<file path="src/rtl/seed_current_interlock_if.sv">
// Bundle between adc_control, the host and the laser pins.
// Inputs are driven by the master, status comes back from the slave.
`timescale 1ns/1ps
interface seed_current_interlock_if #(
    parameter int NUM_CH = 2,
    parameter int DATA_W = 16
);
    logic                     sample_valid;
    logic [NUM_CH*DATA_W-1:0] sample_data;
    logic [NUM_CH*DATA_W-1:0] limit_data;
    logic                     limit_update;
    logic                     enable_req;
    logic                     fault_clear;
    logic                     laser_enable;
    logic                     shutdown_n;
    logic [NUM_CH-1:0]        fault_flags;
    logic                     wdog_fault;
    logic [1:0]               state;
    logic [7:0]               trip_count;

    modport master (
        output sample_valid, sample_data, limit_data,
        output limit_update, enable_req, fault_clear,
        input  laser_enable, shutdown_n, fault_flags,
        input  wdog_fault, state, trip_count
    );

    modport slave (
        input  sample_valid, sample_data, limit_data,
        input  limit_update, enable_req, fault_clear,
        output laser_enable, shutdown_n, fault_flags,
        output wdog_fault, state, trip_count
    );
endinterface

</file>
<file path="src/rtl/seed_current_interlock.sv">
// N-channel over-current interlock: debounced limit trips, sample
// watchdog, sticky faults and an arming FSM that owns laser enable.
`timescale 1ns/1ps
module seed_current_interlock #(
    parameter int NUM_CH      = 2,
    parameter int DATA_W      = 16,
    parameter int DEBOUNCE    = 3,
    parameter int ARM_CYCLES  = 1000,
    parameter int WDOG_CYCLES = 50000
) (
    input  logic                    clk,
    input  logic                    rst,
    seed_current_interlock_if.slave bus
);
    localparam int CW = 4;
    localparam int AW = (ARM_CYCLES > 1) ? $clog2(ARM_CYCLES) : 1;
    localparam int WW = $clog2(WDOG_CYCLES + 1);
    localparam logic [CW-1:0] DB_MAX   = CW'(DEBOUNCE);
    localparam logic [CW-1:0] DB_TRIP  = CW'(DEBOUNCE - 1);
    localparam logic [AW-1:0] ARM_LAST = AW'(ARM_CYCLES - 1);
    localparam logic [WW-1:0] WD_MAX   = WW'(WDOG_CYCLES);
    localparam logic [WW-1:0] WD_TRIP  = WW'(WDOG_CYCLES - 1);

    typedef enum logic [1:0] {
        S_IDLE   = 2'b00,
        S_ARMING = 2'b01,
        S_ACTIVE = 2'b10,
        S_FAULT  = 2'b11
    } state_t;

    state_t            r_state;
    state_t            w_state_nxt;
    logic [AW-1:0]     r_arm_cnt;
    logic [AW-1:0]     w_arm_nxt;
    logic [AW-1:0]     w_arm_inc;
    logic [WW-1:0]     r_wdog_cnt;
    logic [DATA_W-1:0] r_limit [NUM_CH];
    logic [CW-1:0]     r_cnt [NUM_CH];
    logic [NUM_CH-1:0] r_flags;
    logic              r_wdog_fault;
    logic [7:0]        r_trip_count;
    logic              r_laser_en;
    logic              r_shutdown_n;
    logic [NUM_CH-1:0] w_over;
    logic [NUM_CH-1:0] w_cur_over;
    logic [NUM_CH-1:0] w_trip;
    logic              w_clear_ok;
    logic              w_wdog_trip;
    logic              w_any_fault;

    // Limit compare per channel; "currently over" falls back to the last sample.
    always_comb begin
        w_over     = '0;
        w_cur_over = '0;
        w_trip     = '0;
        for (int k = 0; k < NUM_CH; k++) begin
            w_over[k]     = bus.sample_data[k*DATA_W +: DATA_W] > r_limit[k];
            w_cur_over[k] = bus.sample_valid ? w_over[k] : (r_cnt[k] != '0);
            w_trip[k]     = bus.sample_valid & w_over[k] & (r_cnt[k] >= DB_TRIP);
        end
    end

    assign w_clear_ok  = bus.fault_clear & ~|w_cur_over;
    assign w_wdog_trip = (r_state != S_IDLE) & ~bus.sample_valid
                       & (r_wdog_cnt >= WD_TRIP);
    assign w_any_fault = |r_flags | r_wdog_fault;
    assign w_arm_inc   = r_arm_cnt + 1'b1;

    // Limit registers and saturating debounce counters.
    always_ff @(posedge clk) begin
        if (rst) begin
            for (int k = 0; k < NUM_CH; k++) begin
                r_limit[k] <= '1;
                r_cnt[k]   <= '0;
            end
        end else begin
            for (int k = 0; k < NUM_CH; k++) begin
                if (bus.limit_update)
                    r_limit[k] <= bus.limit_data[k*DATA_W +: DATA_W];
                if (bus.sample_valid) begin
                    if (!w_over[k])
                        r_cnt[k] <= '0;
                    else if (r_cnt[k] != DB_MAX)
                        r_cnt[k] <= r_cnt[k] + 1'b1;
                end else if (w_clear_ok) begin
                    r_cnt[k] <= '0;
                end
            end
        end
    end

    // Sample watchdog: idle-held, cleared by every strobe, saturating.
    always_ff @(posedge clk) begin
        if (rst)
            r_wdog_cnt <= '0;
        else if (r_state == S_IDLE || bus.sample_valid)
            r_wdog_cnt <= '0;
        else if (r_wdog_cnt != WD_MAX)
            r_wdog_cnt <= r_wdog_cnt + 1'b1;
    end

    // Sticky fault latches; a new trip overrides a coincident clear.
    always_ff @(posedge clk) begin
        if (rst) begin
            r_flags      <= '0;
            r_wdog_fault <= 1'b0;
        end else begin
            r_flags      <= (w_clear_ok ? '0 : r_flags) | w_trip;
            r_wdog_fault <= (w_clear_ok ? 1'b0 : r_wdog_fault) | w_wdog_trip;
        end
    end

    // Arming FSM next state; faults take priority over enable drop.
    always_comb begin
        w_state_nxt = r_state;
        w_arm_nxt   = r_arm_cnt;
        unique case (r_state)
            S_IDLE: begin
                if (w_any_fault) begin
                    w_state_nxt = S_FAULT;
                end else if (bus.enable_req) begin
                    w_state_nxt = S_ARMING;
                    w_arm_nxt   = '0;
                end
            end
            S_ARMING: begin
                if (w_any_fault) begin
                    w_state_nxt = S_FAULT;
                end else if (!bus.enable_req) begin
                    w_state_nxt = S_IDLE;
                end else begin
                    w_arm_nxt = w_arm_inc;
                    if (w_arm_inc >= ARM_LAST)
                        w_state_nxt = S_ACTIVE;
                end
            end
            S_ACTIVE: begin
                if (w_any_fault)
                    w_state_nxt = S_FAULT;
                else if (!bus.enable_req)
                    w_state_nxt = S_IDLE;
            end
            S_FAULT: begin
                if (w_clear_ok && !w_wdog_trip)
                    w_state_nxt = S_IDLE;
            end
            default: w_state_nxt = S_IDLE;
        endcase
    end

    // State register, trip counter and registered pin drivers.
    always_ff @(posedge clk) begin
        if (rst) begin
            r_state      <= S_IDLE;
            r_arm_cnt    <= '0;
            r_trip_count <= '0;
            r_laser_en   <= 1'b0;
            r_shutdown_n <= 1'b1;
        end else begin
            r_state   <= w_state_nxt;
            r_arm_cnt <= w_arm_nxt;
            if (w_state_nxt == S_FAULT && r_state != S_FAULT
                && r_trip_count != 8'hFF)
                r_trip_count <= r_trip_count + 8'd1;
            r_laser_en   <= (r_state == S_ACTIVE);
            r_shutdown_n <= (r_state != S_FAULT);
        end
    end

    assign bus.laser_enable = r_laser_en;
    assign bus.shutdown_n   = r_shutdown_n;
    assign bus.fault_flags  = r_flags;
    assign bus.wdog_fault   = r_wdog_fault;
    assign bus.state        = r_state;
    assign bus.trip_count   = r_trip_count;
endmodule
</file>
<file path="src/flat_wrapper.sv">
// flat-port wrapper written by rule: the top's interface ports become plain ports
module seed_current_interlock_flat 
#(
    parameter int NUM_CH      = 2,
    parameter int DATA_W      = 16,
    parameter int DEBOUNCE    = 3,
    parameter int ARM_CYCLES  = 1000,
    parameter int WDOG_CYCLES = 50000
)
  (clk, rst, bus_sample_valid, bus_sample_data, bus_limit_data, bus_limit_update, bus_enable_req, bus_fault_clear, bus_laser_enable, bus_shutdown_n, bus_fault_flags, bus_wdog_fault, bus_state, bus_trip_count);
  seed_current_interlock_if #(.NUM_CH(NUM_CH), .DATA_W(DATA_W)) bus_i ();
  input  logic clk;
  input  logic rst;
  input wire logic [$bits(bus_i.sample_valid)-1:0] bus_sample_valid;
  input wire logic [$bits(bus_i.sample_data)-1:0] bus_sample_data;
  input wire logic [$bits(bus_i.limit_data)-1:0] bus_limit_data;
  input wire logic [$bits(bus_i.limit_update)-1:0] bus_limit_update;
  input wire logic [$bits(bus_i.enable_req)-1:0] bus_enable_req;
  input wire logic [$bits(bus_i.fault_clear)-1:0] bus_fault_clear;
  output wire logic [$bits(bus_i.laser_enable)-1:0] bus_laser_enable;
  output wire logic [$bits(bus_i.shutdown_n)-1:0] bus_shutdown_n;
  output wire logic [$bits(bus_i.fault_flags)-1:0] bus_fault_flags;
  output wire logic [$bits(bus_i.wdog_fault)-1:0] bus_wdog_fault;
  output wire logic [$bits(bus_i.state)-1:0] bus_state;
  output wire logic [$bits(bus_i.trip_count)-1:0] bus_trip_count;
  assign bus_i.sample_valid = bus_sample_valid;
  assign bus_i.sample_data = bus_sample_data;
  assign bus_i.limit_data = bus_limit_data;
  assign bus_i.limit_update = bus_limit_update;
  assign bus_i.enable_req = bus_enable_req;
  assign bus_i.fault_clear = bus_fault_clear;
  assign bus_laser_enable = bus_i.laser_enable;
  assign bus_shutdown_n = bus_i.shutdown_n;
  assign bus_fault_flags = bus_i.fault_flags;
  assign bus_wdog_fault = bus_i.wdog_fault;
  assign bus_state = bus_i.state;
  assign bus_trip_count = bus_i.trip_count;
  seed_current_interlock #(.NUM_CH(NUM_CH), .DATA_W(DATA_W), .DEBOUNCE(DEBOUNCE), .ARM_CYCLES(ARM_CYCLES), .WDOG_CYCLES(WDOG_CYCLES)) u_core (.clk(clk), .rst(rst), .bus(bus_i));
endmodule
</file>
<file path="config.mk">
export PLATFORM = sky130hd
export DESIGN_NAME = seed_current_interlock_flat
export DESIGN_NICKNAME = d
export VERILOG_FILES = /design/src/rtl/seed_current_interlock_if.sv /design/src/rtl/seed_current_interlock.sv /design/src/flat_wrapper.sv
export SDC_FILE = /design/constraint.sdc
export NUM_CORES = 1
export LEC_CHECK = 0
export ABC_CLOCK_PERIOD_IN_PS = 2700
export BUFFER_PORTS_ARGS = -buffer_cell sky130_fd_sc_hd__buf_2
export CORE_ASPECT_RATIO = 0.5
export CORE_MARGIN = 5
export CORE_UTILIZATION = 48
export CTS_CLUSTER_DIAMETER = 150
export DETAILED_ROUTE_END_ITERATION = 8
export GPL_ROUTABILITY_DRIVEN = 0
export MAX_ROUTING_LAYER = met4
export PLACE_DENSITY = 0.7
export SYNTH_ARGS = -nofsm -noshare
export SYNTH_HDL_FRONTEND = slang
export SYNTH_SLANG_ARGS = --single-unit
</file>
<file path="constraint.sdc">
create_clock -name clk -period 2.7 [get_ports clk]
set_input_delay 0.54 -clock clk [delete_from_list [all_inputs] [get_ports clk]]
set_output_delay 0.54 -clock clk [all_outputs]
set_load 0.01 [all_outputs]
</file>
==> results of run 1 <==
## placed cells by master, fill, tap and decap left out, types with 4 or more instances in the layout
master | Yosys | layout
nand2b_1 | 37 | 37
o21ai_0 | 10 | 10
dfxtp_1 | 41 | 41
nand4_1 | 18 | 18
nor2_1 | 49 | 49
nand2_1 | 27 | 27
a21o_1 | 8 | 8
and3_1 | 7 | 7
nand3_1 | 15 | 15
clkbuf_16 | 0 | 9
xnor2_1 | 5 | 5
edfxtp_1 | 40 | 40
buf_4 | 0 | 5
a31oi_1 | 7 | 7
nor2b_1 | 5 | 4
inv_1 | 40 | 40
nor3b_1 | 4 | 4
buf_2 | 3 | 84
xor2_1 | 17 | 17
or3_1 | 8 | 8
a21oi_1 | 31 | 31
ha_1 | 43 | 43
nor3_1 | 11 | 11
## cell families (layout without fill, tap and decap cells)
logic type | after synthesis | in the layout | synth area share [%]
xor gates and xnor gates | 22 | 22 | 4.21
buffers and inverters | 54 | 146 | 4.52
muxes | 1 | 1 | 0.219
adders and majority gates | 43 | 43 | 11.8
DFF | 81 | 81 | 44.2
AOI/OAI and AO/OA | 80 | 80 | 11.5
and+or+nand+nor | 200 | 200 | 23.6
## final timing paths
kind,start,end,slack (ns),cells past startpoint
worst max-delay path,u_core.r_arm_cnt[0]$_SDFFE_PP0P_,u_core.bus.state[1]$_SDFF_PP0_,0.35,7
worst min register to register,u_core.bus.trip_count[7]$_SDFFE_PP0P_,u_core.bus.trip_count[7]$_SDFFE_PP0P_,0.51,2
worst max register to register,u_core.r_arm_cnt[0]$_SDFFE_PP0P_,u_core.bus.state[1]$_SDFF_PP0_,0.35,7
worst min-delay path,bus_limit_data[7],u_core.r_limit[0][7]$_SDFFCE_PN1P_,0.46,2
## state kept, by name, indices dropped and copies added (netlist names)
signal	count
u_core.r_cnt	8
u_core.bus.shutdown_n	1
u_core.bus.wdog_fault	1
u_core.r_wdog_cnt	16
u_core.bus.trip_count	8
u_core.bus.laser_enable	1
u_core.bus.state	2
u_core.r_arm_cnt	10
u_core.bus.fault_flags	2
u_core.r_limit	32
## cell type report
| cell class | instances | area [um2] | area share (%) |
|---|---|---|---|
| Multi-Input combinational cell | 346 | 2350 | 43.0 |
| Tap cell | 121 | 151 | 2.78 |
| Clock buffer | 10 | 239 | 4.38 |
| Timing Repair Buffer | 90 | 478 | 8.76 |
| Inverter | 40 | 150 | 2.75 |
| Clock inverter | 6 | 67.6 | 1.24 |
| Sequential cell | 81 | 2020 | 37.1 |
## where the power goes
group	internal (mW)	switching, mW
combinational	0.172	0.198
clock	0.742	0.484
sequential	1.35	0.0346
## routing by layer
metal	wire length, um	track usage [%]	up-vias	share of wire (%)
li1	-	-	1885	-
met1	4290	21.2	1690	46
met2	4390	27.2	74	47
met3	499	4.28	12	5.4
met4	128	6.27	0	1.4
met5	0	-	-	0
## critical path: stages (launching register included)
cell and delay, ns:
dfxtp_1 0.45, ha_1 0.50, nor2_1 0.09, o211ai_1 0.17
a21oi_1 0.09, nor4b_1 0.52, a31oi_1 0.17, a311oi_1 0.26
==> results.cfg, run 1 <==
[status]
status = finished clean

[floorplanning]
die_x_um = 148
initial_core_util_pct = 48.9
ios = 85
chipHeight_um = 79.0
core_area_um2 = 9350
rows = 25
die_area_um2 = 11700

[finish]
fill_cells = 825
area_growth_pct = 19.3
stdcell_area_um2 = 5450
finalNetCount = 681
antennaDiodeCount = 0
fin_cells = 694
drive_above_1_share_pct = 20.4
utilization_pct = 58.3

[logic_synthesis]
synthTopCellsByCount = 49 x nor2_1, 43 x ha_1, 41 x dfxtp_1, 40 x edfxtp_1, 40 x inv_1
synth_top_area_share_pct = 26.3
avgSynthCellArea_um2 = 9.50
yosys_register_bits = 81
synth_area_um2 = 4570
synth_cells = 481
synth_most_common_cell = nor2_1
yosys_most_used_dff = dfxtp_1
synth_warnings = 0
synth_fp_nets = 594
synthArstFlopShare_pct = 0
yosysSeqAreaShare_pct = 44.2
synth_top_area_cell = edfxtp_1
yosysUniqueCellTypes = 51
synth_area_leaders = edfxtp_1 26%, dfxtp_1 18%, ha_1 12%
synth-edff-count = 40

[setup_path]
arrival_ns = 2.59
critPathRequiredTime_ns = 2.95
critPathKind = flip-flop to flip-flop
cp_max_fo = 14
cp-start-kind = flip-flop
endpoint_kind = flip-flop

[global_routing]
grt_max_degree = 33
grt_pass1_vias = 3462
grt_usage_pct = 17.0
antenna_found_initial = 0
grt_pass1_wl_um = 15800
grt_overflow_total = 0

[clocking]
cts.sinks = 81
cts-resized-gates = 0
postCtsSetupBuffers = 0
path_clk_slew_ns = 0.06
postCtsHoldBufs = 0
cts_max_level = 3
cts_tree = built
cts_buffers = 9
root_buffer = clkbuf_16
clk_latency_ns = 0.34
cts_buffer_depth = 2

[detailed_routing]
via_per_inst = 5.28
wl_per_cell_um = 13.4
final_antenna_net_count = 0
drc_errors = 0
wl_um = 9310
drt_first_pass_iters = 7
routed-via-count = 3661
drtIter0Drc = 223

[timing]
whs_ns = 0.455
period_share_pct = 86.9
fin_tns_setup_ns = 0
setup_slack_ns = 0.354
fin_crit_ns = 2.35
rsz0062_at_grt = no
setup_viol = 0
slew_violations = 0
fmax_ghz = 0.426
hold_violations = 0
slew_headroom_pct = 62.1
skew_ns = 0.00666
worstMarginPinSlew_ns = 0.569

[pwr]
power.total_mw = 2.98
leakage_nw = 2.33
powerDensity_nw_per_um2 = 547
ir_drop_mv = 0.323

[placed_design]
dpl_worst_slack_ns = 0.0779
placedCellCount = 678
port_buffers = 84
placed_area_um2 = 5150
hpwl_um = 7010

[run]
maxCapViolCount = 0

[worst_hold_path]
min_path_type = input pin to flip-flop
No activity file was read; power rests on OpenSTA's default activity.
==> inputs of run 2 (changes only) <==
==> constraint.sdc (replaced) <==
create_clock -name clk -period 2.7 [get_ports clk]
set_input_delay 0.405 -clock clk [delete_from_list [all_inputs] [get_ports clk]]
set_output_delay 0.405 -clock clk [all_outputs]
set_load 0.01 [all_outputs]
==> run 2 against run 1 <==
Compared with the run above:
- fmax decreased by 1.3%
- cell count fell by 0.14%
- first-iteration DRC count shrank 9.4%
- sequential power barely moved
- via count is 2.0% lower
- non-clock buffer count is 1 lower
- die area stayed put
- worst hold slack worse by 0.14 ns
- design area unchanged
- largest power group unchanged
==> results.cfg, run 2 (synthesis gave the netlist of run 1 again) <==
[pwr]
leakage_nw = 2.33
power.total_mw = 3.04
ir_drop_mv = 0.393
powerDensity_nw_per_um2 = 558

[timing]
slew_violations = 0
setup_slack_ns = 0.324
slew_headroom_pct = 63.7
worstMarginPinSlew_ns = 0.531
fin_tns_setup_ns = 0
whs_ns = 0.317
fmax_ghz = 0.421
fin_crit_ns = 2.38
period_share_pct = 88.0
setup_viol = 0
skew_ns = 0.0126
rsz0062_at_grt = no
hold_violations = 0

[clocking]
root_buffer = clkbuf_16
cts_max_level = 3
cts_buffer_depth = 2
cts_buffers = 9
cts-resized-gates = 0
cts_tree = built
postCtsHoldBufs = 0
postCtsSetupBuffers = 0
clk_latency_ns = 0.34
cts.sinks = 81
path_clk_slew_ns = 0.07

[finish]
largestRegisters = u_core.r_limit: 32 flops, u_core.r_wdog_cnt: 16 flops, u_core.r_arm_cnt: 10 flops
fill_cells = 829
largest_reg_flops = 32
area_growth_pct = 19.3
drive_above_1_share_pct = 19.9
stdcell_area_um2 = 5450
regMostFlops = u_core.r_limit
finalNetCount = 680
final_cell_mix = 84 x buf_2, 49 x nor2_1, 43 x ha_1
layout_commonest_cell = buf_2
antennaDiodeCount = 0

[setup_path]
r2r_cells = 7
endpoint_kind = flip-flop
cp_cell_sequence = inv_1 -> ha_1 -> nand4_1 -> a2111oi_0 -> o311a_4 -> a31oi_1 -> or2_2
critPathBufInv = 1
reg2reg_slack_ns = 0.32
cp_max_fo = 4
crit_slowest_cell = a2111oi_0
cp-start-kind = flip-flop
critPathRequiredTime_ns = 2.78
critPathKind = flip-flop to flip-flop
reg2reg_from = u_core.r_limit[0][14]$_SDFFCE_PN1P_
crit_family = compound AO/OA/AOI/OAI gates
regToRegEndpoint = u_core.r_cnt[0][2]$_SDFFCE_PP0P_
arrival_ns = 2.46
slowest_delay_ns = 0.55

[detailed_routing]
wl_um = 9020
via_per_inst = 5.18
drc_errors = 0
drtIter0Drc = 202
drt_first_pass_iters = 4
final_antenna_net_count = 0
routed-via-count = 3588
wl_per_cell_um = 13.0

[global_routing]
grt_pass1_wl_um = 15400
antenna_found_initial = 0
grt_usage_pct = 16.6
grt_pass1_vias = 3362
grt_max_degree = 34
grt_overflow_total = 0

[placed_design]
placed_area_um2 = 5140
dpl_worst_slack_ns = 0.190
hpwl_um = 6800
port_buffers = 84

[worst_hold_path]
min_path_type = input pin to flip-flop
holdPathStages = 2
hold_end = u_core.r_limit[0][23]$_SDFFCE_PN1P_
hold_path_startpoint = bus_limit_data[23]

[floorplanning]
die_x_um = 148
chipHeight_um = 79.0
ios = 85
rows = 25
core_area_um2 = 9350
initial_core_util_pct = 48.9
die_area_um2 = 11700

[status]
status = finished clean

[run]
maxCapViolCount = 0
-- run 2: cell types whose count changed in the layout (fill, tap and decap cells not counted) --
cell and delta:
buf_4 -1, bufinv_16 +1, clkbuf_1 +2, clkbuf_8 -1, clkinv_4 -1, clkinvlp_4 -1
-- run 2: worst reg2reg max path: stages, from the launching register on --
cell and delay (ns):
edfxtp_1 0.33, inv_1 0.04, ha_1 0.30, nand4_1 0.16
a2111oi_0 0.55, o311a_4 0.33, a31oi_1 0.08, or2_2 0.33
-- run 2: worst max-delay path by stage --
| stage | endpoint | depth (start not counted) | slack [ns] | startpoint |
|---|---|---|---|---|
| 2_1_floorplan | u_core.r_cnt[0][0]$_SDFFCE_PP0P_ | 7 | 0.46 | bus_sample_data[1] |
| 3_3_place_gp | u_core.r_cnt[0][0]$_SDFFCE_PP0P_ | 8 | 0.26 | bus_sample_data[1] |
| 3_5_place_dp | u_core.r_cnt[0][0]$_SDFFCE_PP0P_ | 8 | 0.19 | bus_sample_data[1] |
| 4_1_cts | u_core.r_cnt[0][3]$_SDFFCE_PP0P_ | 7 | 0.33 | u_core.r_limit[0][14]$_SDFFCE_PN1P_ |
| 5_1_grt | u_core.bus.state[1]$_SDFF_PP0_ | 7 | 0.17 | u_core.r_arm_cnt[0]$_SDFFE_PP0P_ |
| 6_report | u_core.r_cnt[0][2]$_SDFFCE_PP0P_ | 7 | 0.32 | u_core.r_limit[0][14]$_SDFFCE_PN1P_ |
-- run 2: final cells by class --
| cell class | instances | area, um2 | area share, % |
|---|---|---|---|
| flip-flops and latches | 81 | 2020 | 37.1 |
| inverters | 40 | 150 | 2.75 |
| repair buffers | 89 | 470 | 8.63 |
| clock buffers | 11 | 233 | 4.27 |
| clock inverters | 5 | 81.3 | 1.49 |
| multi-input cells | 346 | 2350 | 43.0 |
| well taps | 121 | 151 | 2.78 |
-- run 2: metrics by stage --
step | std cells | util (%)
6_report | 693 | 58.3
2_1_floorplan | 481 | -
4_1_cts | 693 | 58.3
3_3_place_gp | 677 | 55.0
3_5_place_dp | 677 | 55.0
5_1_grt | 693 | 58.3
-- run 2: layer usage --
metal | GRT usage (%) | share of wire [%] | vias to the layer above
li1 | - | - | 1884
met2 | 27.1 | 48 | 46
met1 | 21.1 | 48 | 1645
met3 | 3.65 | 3.2 | 13
met5 | - | 0 | -
met4 | 4.42 | 1.1 | 0
-- run 2: power breakdown --
part	switching, mW	internal (mW)	leakage [nW]	total (mW)
sequential	0.0355	1.35	0.721	1.39
clock	0.480	0.810	0.150	1.29
combinational	0.193	0.171	1.46	0.364
total	0.708	2.33	2.33	3.04
==> inputs of run 3 (changes only) <==
- CORE_UTILIZATION: 48 -> 56
- PLACE_DENSITY: 0.7 -> 0.8
==> run 3 against run 2 <==
Compared with the run above:
- design area is 0.53% lower
- critical path type unchanged
- global-route usage is 3.4 points higher
- sequential share of layout area is 0.20 points higher
==> results.cfg, run 3 (synthesis gave the netlist of run 1 again) <==
[pwr]
pwr-share-seq_pct = 46.8
power.share.combinational_pct = 12.6
powerDensity_nw_per_um2 = 547
power.internal_mw = 2.26
switching_share_pct = 23.9
p_clk_share_pct = 40.6
netSwitchingPower_mw = 0.710
leakage_nw = 2.32
ir_drop_mv = 0.293

[setup_path]
slowest_delay_ns = 0.48
r2r_cells = 8
worstSetupStartpoint = u_core.r_limit[0][1]$_SDFFCE_PN1P_
regToRegEndpoint = u_core.r_cnt[0][3]$_SDFFCE_PP0P_
endpoint_kind = flip-flop
cp-start-kind = flip-flop
reg2reg_slack_ns = 0.34
arrival_ns = 2.45
cp_max_fo = 4
critPathKind = flip-flop to flip-flop
cp_cell_sequence = inv_1 -> ha_1 -> nor2b_1 -> o211ai_1 -> a2111oi_0 -> o311a_4 -> a31oi_1 -> or2_2
reg2reg_from = u_core.r_limit[0][1]$_SDFFCE_PN1P_
crit_slowest_cell = a2111oi_0
critPathRequiredTime_ns = 2.78

[clocking]
postCtsHoldBufs = 0
cts_max_level = 3
clk_latency_ns = 0.33
cts_buffer_depth = 2
cts_tree = built
cts-resized-gates = 0
path_clk_slew_ns = 0.06
postCtsSetupBuffers = 0
cts.sinks = 81
root_buffer = clkbuf_16
cts_buffers = 9

[global_routing]
antenna_found_initial = 0
grt_overflow_total = 0
grt_pass1_vias = 3470
grt_pass1_wl_um = 15700
grt_max_degree = 34
grt_usage_pct = 20.0

[run]
maxCapViolCount = 0

[detailed_routing]
drc_errors = 0
wl_per_cell_um = 13.9
wl_um = 9510
via_per_inst = 5.39
drtIter0Drc = 225
routed-via-count = 3688
drt_first_pass_iters = 5
wl_met3_um = 488
dr.max_layer_used = met4
routed-wl-met2_um = 4610
wl_met1_um = 4300
final_antenna_net_count = 0

[floorplanning]
die_area_um2 = 10200
ios = 85
core_area_um2 = 7970
initial_core_util_pct = 57.4
chipHeight_um = 73.9
rows = 23
die_x_um = 138

[finish]
finalNetCount = 680
antennaDiodeCount = 0
layout_commonest_cell = buf_2
stdcell_area_um2 = 5430
regMostFlops = u_core.r_limit
largestRegisters = u_core.r_limit: 32 flops, u_core.r_wdog_cnt: 16 flops, u_core.r_arm_cnt: 10 flops
area_growth_pct = 18.7
utilization_pct = 68.1
drive_above_1_share_pct = 19.9
largest_reg_flops = 32
final_cell_mix = 84 x buf_2, 49 x nor2_1, 43 x ha_1

[timing]
whs_ns = 0.324
fin_crit_ns = 2.36
slew_violations = 0
worstMarginPinSlew_ns = 0.547
fmax_ghz = 0.423
slew_headroom_pct = 63.6
fin_tns_setup_ns = 0
hold_violations = 0
rsz0062_at_grt = no
skew_ns = 0.00579
period_share_pct = 87.5
setup_viol = 0

[worst_hold_path]
hold_end = u_core.r_limit[0][24]$_SDFFCE_PN1P_
min_path_type = input pin to flip-flop
holdPathStages = 2
hold_path_startpoint = bus_limit_data[24]

[placed_design]
placed_area_um2 = 5130
port_buffers = 84
hpwl_um = 6860

[status]
status = finished clean
[run 3: cell count changes in the layout (fill, tap and decap cells not counted), sizes merged]
cell,delta
bufinv,-1
clkinvlp,+1
clkbuf,-1
clkinv,+1
[run 3: layout make-up]
type | instances | area [um2]
Multi-Input combinational cell | 346 | 2350
Fill cell | 626 | 2550
Clock buffer | 10 | 239
Sequential cell | 81 | 2020
Tap cell | 112 | 140
Timing Repair Buffer | 89 | 470
Clock inverter | 6 | 57.6
Inverter | 40 | 150
[run 3: stage by stage]
step / instances / power [mW] / worst slack [ns]
floorplan: 481 / 1.65 / 0.457
global placement: 668 / 1.77 / 0.260
detailed placement: 668 / 1.78 / 0.197
CTS: 684 / 2.99 / 0.343
global route: 684 / 3.11 / 0.179
finish: 684 / 2.97 / 0.337
[run 3: power by group through the flow]
| stage | combinational, mW | clock (mW) | sequential, mW |
|---|---|---|---|
| detailed placement | 0.370 | 0 | 1.41 |
| finish | 0.375 | 1.20 | 1.39 |
| global route | 0.427 | 1.28 | 1.40 |
| floorplan | 0.239 | 0 | 1.41 |
| global placement | 0.355 | 0 | 1.41 |
| CTS | 0.377 | 1.23 | 1.39 |
[run 3: how the worst max path moves through the flow]
| stage | to | slack (ns) | cells after the start |
|---|---|---|---|
| after floorplan | u_core.r_cnt[0][0]$_SDFFCE_PP0P_ | 0.46 | 7 |
| after global placement | u_core.r_cnt[0][3]$_SDFFCE_PP0P_ | 0.26 | 7 |
| after detailed placement | u_core.r_cnt[0][2]$_SDFFCE_PP0P_ | 0.20 | 8 |
| after CTS | u_core.r_cnt[0][3]$_SDFFCE_PP0P_ | 0.34 | 8 |
| after global routing | u_core.r_cnt[0][0]$_SDFFCE_PP0P_ | 0.18 | 8 |
| final | u_core.r_cnt[0][3]$_SDFFCE_PP0P_ | 0.34 | 8 |
[run 3: per-layer routing]
| layer | vias to the layer above | global-route usage (%) |
|---|---|---|
| li1 | 1890 | - |
| met1 | 1707 | 24.2 |
| met2 | 80 | 33.9 |
| met3 | 11 | 4.86 |
| met4 | 0 | 5.26 |
| met5 | - | - |
[run 3: worst max-delay path, delay by kind of cell, from the launching register on]
family / cells / cell delay (ns)
flip-flops: 1 / 0.32
AND/OR/NAND/NOR: 2 / 0.48
AO/OA/AOI/OAI: 4 / 0.98
buffers and inverters: 1 / 0.04
adder cells (fa/ha/maj): 1 / 0.29
